[config.mk]
export PLATFORM = sky130hd
export DESIGN_NAME = mvm_host_driver
export DESIGN_NICKNAME = d
export VERILOG_FILES = /design/src/rtl/mvm_host_driver.sv
export SDC_FILE = /design/constraint.sdc
export NUM_CORES = 1
export LEC_CHECK = 0
export CAP_MARGIN = 20
export CORE_ASPECT_RATIO = 1.1
export CORE_MARGIN = 8
export CORE_UTILIZATION = 64
export CTS_BUF_LIST = sky130_fd_sc_hd__clkbuf_8
export DETAILED_ROUTE_END_ITERATION = 8
export PLACE_DENSITY = 0.89
export SYNTH_ARGS = -nofsm -noshare
export SYNTH_HDL_FRONTEND = slang
export SYNTH_SLANG_ARGS = --single-unit
[constraint.sdc]
create_clock -name clk -period 5.09 [get_ports clk]
set_clock_uncertainty 0.15 [all_clocks]
set_input_delay 1.527 -clock clk [delete_from_list [all_inputs] [get_ports clk]]
set_output_delay 1.527 -clock clk [all_outputs]
set_load 0.02 [all_outputs]
[src/rtl/mvm_host_driver.sv]
// mvm_host_driver: host-side sequencer for a K x K matrix-vector multiply unit.
// Buffers a matrix and a vector written by the host, then on 'go' streams them
// to the MVM (loadMatrix, K*K words, gap, loadVector, K words, gap, start),
// waits for mvm_done with a timeout, and captures K result words.
// Ports:
//   clk, reset              rising-edge clock, synchronous active-high reset
//   wr_en/wr_sel/wr_addr/wr_data  host operand writes (sel 0 = matrix, 1 = vector)
//   go                      one-cycle request to run a transaction
//   busy                    transaction in progress
//   mvm_loadMatrix/mvm_loadVector/mvm_start/mvm_data_in  strobes and stream to MVM
//   mvm_done/mvm_data_out   completion flag and result stream from MVM
//   res_valid/res_idx/res_data    captured result y[res_idx]
//   error                   sticky timeout flag, cleared by the next accepted go
module mvm_host_driver #(
  parameter int unsigned K       = 8,
  parameter int unsigned B       = 8,
  parameter int unsigned TIMEOUT = 1024
) (
  input  logic                   clk,
  input  logic                   reset,
  input  logic                   wr_en,
  input  logic                   wr_sel,
  input  logic [$clog2(K*K)-1:0] wr_addr,
  input  logic [B-1:0]           wr_data,
  input  logic                   go,
  output logic                   busy,
  output logic                   mvm_loadMatrix,
  output logic                   mvm_loadVector,
  output logic                   mvm_start,
  output logic [B-1:0]           mvm_data_in,
  input  logic                   mvm_done,
  input  logic [2*B-1:0]         mvm_data_out,
  output logic                   res_valid,
  output logic [$clog2(K)-1:0]   res_idx,
  output logic [2*B-1:0]         res_data,
  output logic                   error
);

  localparam int unsigned AW   = $clog2(K*K);
  localparam int unsigned IW   = $clog2(K);
  localparam int unsigned CMAX = (K*K > TIMEOUT) ? K*K : TIMEOUT;
  localparam int unsigned CW   = $clog2(CMAX + 1);

  localparam logic [3:0] IDLE  = 4'd0;
  localparam logic [3:0] LDM   = 4'd1;
  localparam logic [3:0] MSTR  = 4'd2;
  localparam logic [3:0] GAP1  = 4'd3;
  localparam logic [3:0] LDV   = 4'd4;
  localparam logic [3:0] VSTR  = 4'd5;
  localparam logic [3:0] GAP2  = 4'd6;
  localparam logic [3:0] START = 4'd7;
  localparam logic [3:0] WAITD = 4'd8;
  localparam logic [3:0] COLL  = 4'd9;

  logic [3:0]    state, state_d;
  logic [CW-1:0] cnt, cnt_d;
  logic          timeout_hit;

  logic [B-1:0] mat [K*K];
  logic [B-1:0] vec [K];

  // Operand buffers: writable only while idle, never cleared by reset.
  always_ff @(posedge clk) begin
    if (wr_en && (state == IDLE)) begin
      if (!wr_sel) begin
        mat[wr_addr] <= wr_data;
      end else if (wr_addr < AW'(K)) begin
        vec[IW'(wr_addr)] <= wr_data;
      end
    end
  end

  // State and shared phase counter.
  always_ff @(posedge clk) begin
    if (reset) begin
      state <= IDLE;
      cnt   <= '0;
    end else begin
      state <= state_d;
      cnt   <= cnt_d;
    end
  end

  // Next state; cnt indexes the stream phases, and in WAITD counts cycles since START.
  always_comb begin
    state_d     = state;
    cnt_d       = cnt;
    timeout_hit = 1'b0;
    case (state)
      IDLE: begin
        if (go) begin
          state_d = LDM;
          cnt_d   = '0;
        end
      end
      LDM: begin
        state_d = MSTR;
        cnt_d   = '0;
      end
      MSTR: begin
        if (cnt == CW'(K*K - 1)) begin
          state_d = GAP1;
          cnt_d   = '0;
        end else begin
          cnt_d = cnt + CW'(1);
        end
      end
      GAP1: state_d = LDV;
      LDV: begin
        state_d = VSTR;
        cnt_d   = '0;
      end
      VSTR: begin
        if (cnt == CW'(K - 1)) begin
          state_d = GAP2;
          cnt_d   = '0;
        end else begin
          cnt_d = cnt + CW'(1);
        end
      end
      GAP2: state_d = START;
      START: begin
        state_d = WAITD;
        cnt_d   = CW'(1);
      end
      WAITD: begin
        if (mvm_done) begin
          state_d = COLL;
          cnt_d   = '0;
        end else if (cnt == CW'(TIMEOUT - 1)) begin
          state_d     = IDLE;
          cnt_d       = '0;
          timeout_hit = 1'b1;
        end else begin
          cnt_d = cnt + CW'(1);
        end
      end
      COLL: begin
        if (cnt == CW'(K - 1)) begin
          state_d = IDLE;
          cnt_d   = '0;
        end else begin
          cnt_d = cnt + CW'(1);
        end
      end
      default: begin
        state_d = IDLE;
        cnt_d   = '0;
      end
    endcase
  end

  // Registered outputs, decoded from the next state so they align with it.
  always_ff @(posedge clk) begin
    if (reset) begin
      busy           <= 1'b0;
      mvm_loadMatrix <= 1'b0;
      mvm_loadVector <= 1'b0;
      mvm_start      <= 1'b0;
      mvm_data_in    <= '0;
      res_valid      <= 1'b0;
      res_idx        <= '0;
      res_data       <= '0;
      error          <= 1'b0;
    end else begin
      busy           <= (state_d != IDLE);
      mvm_loadMatrix <= (state_d == LDM);
      mvm_loadVector <= (state_d == LDV);
      mvm_start      <= (state_d == START);
      if (state_d == MSTR) begin
        mvm_data_in <= mat[AW'(cnt_d)];
      end else if (state_d == VSTR) begin
        mvm_data_in <= vec[IW'(cnt_d)];
      end
      // Result capture lags the sampled MVM word by one cycle.
      res_valid <= (state == COLL);
      if (state == COLL) begin
        res_idx  <= IW'(cnt);
        res_data <= mvm_data_out;
      end
      if (timeout_hit) begin
        error <= 1'b1;
      end else if ((state == IDLE) && go) begin
        error <= 1'b0;
      end
    end
  end

endmodule

==> run summary <==
Filler Cells Inserted: 2191
leading cell types by total area after synthesis: edfxtp_1, nand2_1, nand3_1, dfxtp_1, mux2i_1
IO Count: 69
die footprint: 0.0465 mm²
number of synthesized flops with an enable pin: 576
Worst Max-Slew Pin Slew: 1.08 ns
clock share of power: 37.4%
CTS max path bufs: 3
layout cell share with drive strength beyond 1: 12.0%
hold path depth: 2
syn_nets: 2048
CP Max Fanout: 35
layout net count: 2196
Bufs and invs on worst path: 2
flip-flop and latch count after synthesis: 624
Post-synth top flop: edfxtp_1
placer congestion estimate: 0.904
pre-CTS setup slack: -0.162 ns
R2R Path End: mvm_data_in[2]$_SDFFE_PP0P_
CTS Hold Bufs: 0
part of the power in registers: 55.6%
DRC Markers: 0
Final setup viols: 0
Post-synth ARST share: 0%
Hold Vio Cnt, Final: 0
fin crit period: 4.75 ns
area leader, netlist: edfxtp_1
Slew Limit Headroom: 27.7%
clock root cell: clkbuf_8
Slew Limit Fails: 0
Worst Path Required: 5.55 ns
GRT Util Overall: 29.3%
P_int: 7.72 mW
sequential area share after synthesis: 71.6%
Design Power: 10.1 mW
status: finished, final reports clean
Core ar.: 0.0393 mm²
WL final: 68100 µm
vias in the first global route: 18353
mapped cell area: 0.0255 mm²
Setup Buffers After CTS: 0
critical path cell sequence: clkdlybuf4s50_1 -> or3_1 -> a221oi_2 -> a22oi_1 -> a21oi_4 -> buf_4 -> o311ai_1 -> a211oi_1 -> a31oi_1 -> a41oi_1 -> o22ai_1 -> a221oi_1
first-pass GRT wire length: 103000 µm
reg2reg start: cnt[0]$_SDFF_PP0_
Die Y: 225 µm
Max Clock Freq: 211 MHz
family with the most delay on the worst path: compound AO/OA/AOI/OAI gates
worst setup path category: input pin to flip-flop
DP Area: 0.0273 mm²
Final Cycle Share: 93.3%
die width: 206 µm
Cells after Synth: 2011
vias post-DR: 18358
pin count of the biggest net entering global routing: 59
Hold EP: res_data[2]$_SDFFE_PP0P_
Final WS setup: 0.340 ns
Comb pwr share: 7.0%
Critical Path Start Type: input pin
DR WL/cell: 24.8 µm
Max Cap Viol: 0
Switching Share: 23.9%
critical path capture point type: flip-flop
antenna-violating nets left: 0
DR iter-0 viols: 2916
number of distinct library cells after synthesis: 75
htree depth: 3
Yosys Warn Count: 0
Worst EP arrival: 5.20 ns
CP max stage delay: 0.49 ns
peak supply drop: 0.258 mV
Worst-Skew Late Latency: 0.70 ns
Psw: 2.42 mW
diode count: 0
GRT Residual Overflow: 0
Critical Path Slowest Stage Cell: buf_4
# rows: 76
Initial Util: 64.9%
hold wc startpoint: res_data[2]$_SDFFE_PP0P_
Hold Path Class: flip-flop to flip-flop
Mean Syn Cell Area: 12.7 µm²
Syn-to-layout area delta: 13.7%
RSZ-0062 raised after global routing: no
Clock Pin Slew Worst Setup and Hold Paths: 0.06 ns
leak pwr: 10.2 nW
DP Wirelength: 42500 µm
Power Dens Cells: 350 mW/mm²
CTS Buf Count: 93
area share of the largest cell type after synthesis: 67.8%
final instance area: 0.0290 mm²
reg2reg setup slack: 0.55 ns
post_cts resized: 0
Port Buf Inserts: 68
CTS tree: built
Clock Sinks: 624
R2R cell count: 12
DR vias/cell: 6.70
initial antenna violation count: 0
drt first pass iters: 7
[power groups by stage]
stage	clock network [mW]	logic, mW	registers [mW]
5_1_grt	4.02	0.738	5.64
3_5_place_dp	0	0.676	5.75
4_1_cts	3.80	0.687	5.64
6_report	3.79	0.711	5.65
3_3_place_gp	0	0.646	5.75
2_1_floorplan	0	0.356	5.75
[metrics by stage]
| stage | hold WS (ns) | std cells | TNS, ns | util, % |
|---|---|---|---|---|
| after floorplan | 0.307 | 2011 | 0 | - |
| after global placement | 0.292 | 2569 | -0.00924 | 69.4 |
| after detailed placement | 0.297 | 2569 | -0.671 | 69.4 |
| after CTS | 0.305 | 2740 | 0 | 73.7 |
| after global routing | 0.323 | 2742 | 0 | 73.8 |
| final | 0.304 | 2742 | 0 | 73.8 |
[layer usage]
metal	global-route usage, %	wire [µm]	vias to the layer above
met5	0	0	-
met4	17.9	4390	0
met3	8.05	9460	340
met2	47.2	32300	1661
met1	35.0	22000	8633
li1	-	-	7724
[layout by cell type (no fill, tap or decap), drive strengths merged, types with 7 or more instances in the layout]
cell and count:
nand2 535, and3 40, inv 46, nand3 247, nor2b 9, mux4 14, o21ai 8, a211oi 20
nand4 10, nor3 23, a21oi 45, or3 7, clkinv 31, dfxtp 48, a31oi 20, mux2i 38
a311oi 42, clkdlybuf4s50 60, edfxtp 576, clkbuf 96, nor2 93, a21o 7, buf 122
[worst reg2reg max path: cells and delay by family (launching register included)]
kind                       cells  cell delay [ns]
muxes                          1             0.50
AOI/OAI and AO/OA              4             1.29
adders and majority gates      1             0.28
and+or+nand+nor                5             1.50
buffers and inverters          1             0.20
DFF                            1             0.47
[cells in the mapped netlist, drive strengths merged (4+ instances only)]
cell and count:
a221oi 4, mux2i 38, inv 6, a311oi 42, a31oi 20, edfxtp 576, dfxtp 48, nand2b 5
o21bai 4, nand3 247, nand4 10, nor2 93, or4 6, nand3b 5, nor3 23, or3 7
and3 40, a211oi 20, or4b 4, mux4 14, nor2b 9, o21ai 8, buf 77, xnor2 4
nand2 535, a21o 7, a21oi 45, clkbuf 52, o22ai 4, o211ai 6
[how the worst max path moves through the flow]
stage	from	cells after the start	to
after CTS	go	12	mvm_data_in[6]$_SDFFE_PP0P_
after detailed placement	go	12	mvm_data_in[6]$_SDFFE_PP0P_
after floorplan	go	11	mvm_data_in[2]$_SDFFE_PP0P_
after global routing	go	12	mvm_data_in[6]$_SDFFE_PP0P_
after global placement	go	12	mvm_data_in[6]$_SDFFE_PP0P_
final	go	12	mvm_data_in[6]$_SDFFE_PP0P_
[area by class of cell]
type                       instances  area [µm²]  share of cell area, %
sequential                       624       18300                   63.0
multi-input combinational       1252        6660                   23.0
timing repair buffer             182        1710                   5.90
clock buffer                      96        1320                   4.56
tap                              507         634                   2.19
clock inverter                    75         384                   1.32
inverter                           6        22.5                 0.0777
[cell families (layout without fill, tap and decap cells)]
group	count (synthesis)	in the layout	share of synthesized area [%]
compound gates	188	188	5.49
simple gates	1000	1000	17.3
flops	624	624	71.6
mux	55	55	2.88
xor+xnor	7	7	0.240
buf+inv	135	359	2.41
fa+ha+maj	2	2	0.0883
[state kept, by name (all words and copies together) (netlist names)]
signal          count
mvm_loadVector      1
vec                64
res_valid           1
mat               512
busy                1
mvm_loadMatrix      1
cnt                11
mvm_start           1
state               4
mvm_data_in         8
res_idx             3
error               1
res_data           16
Power figures use the tool's default switching activity.
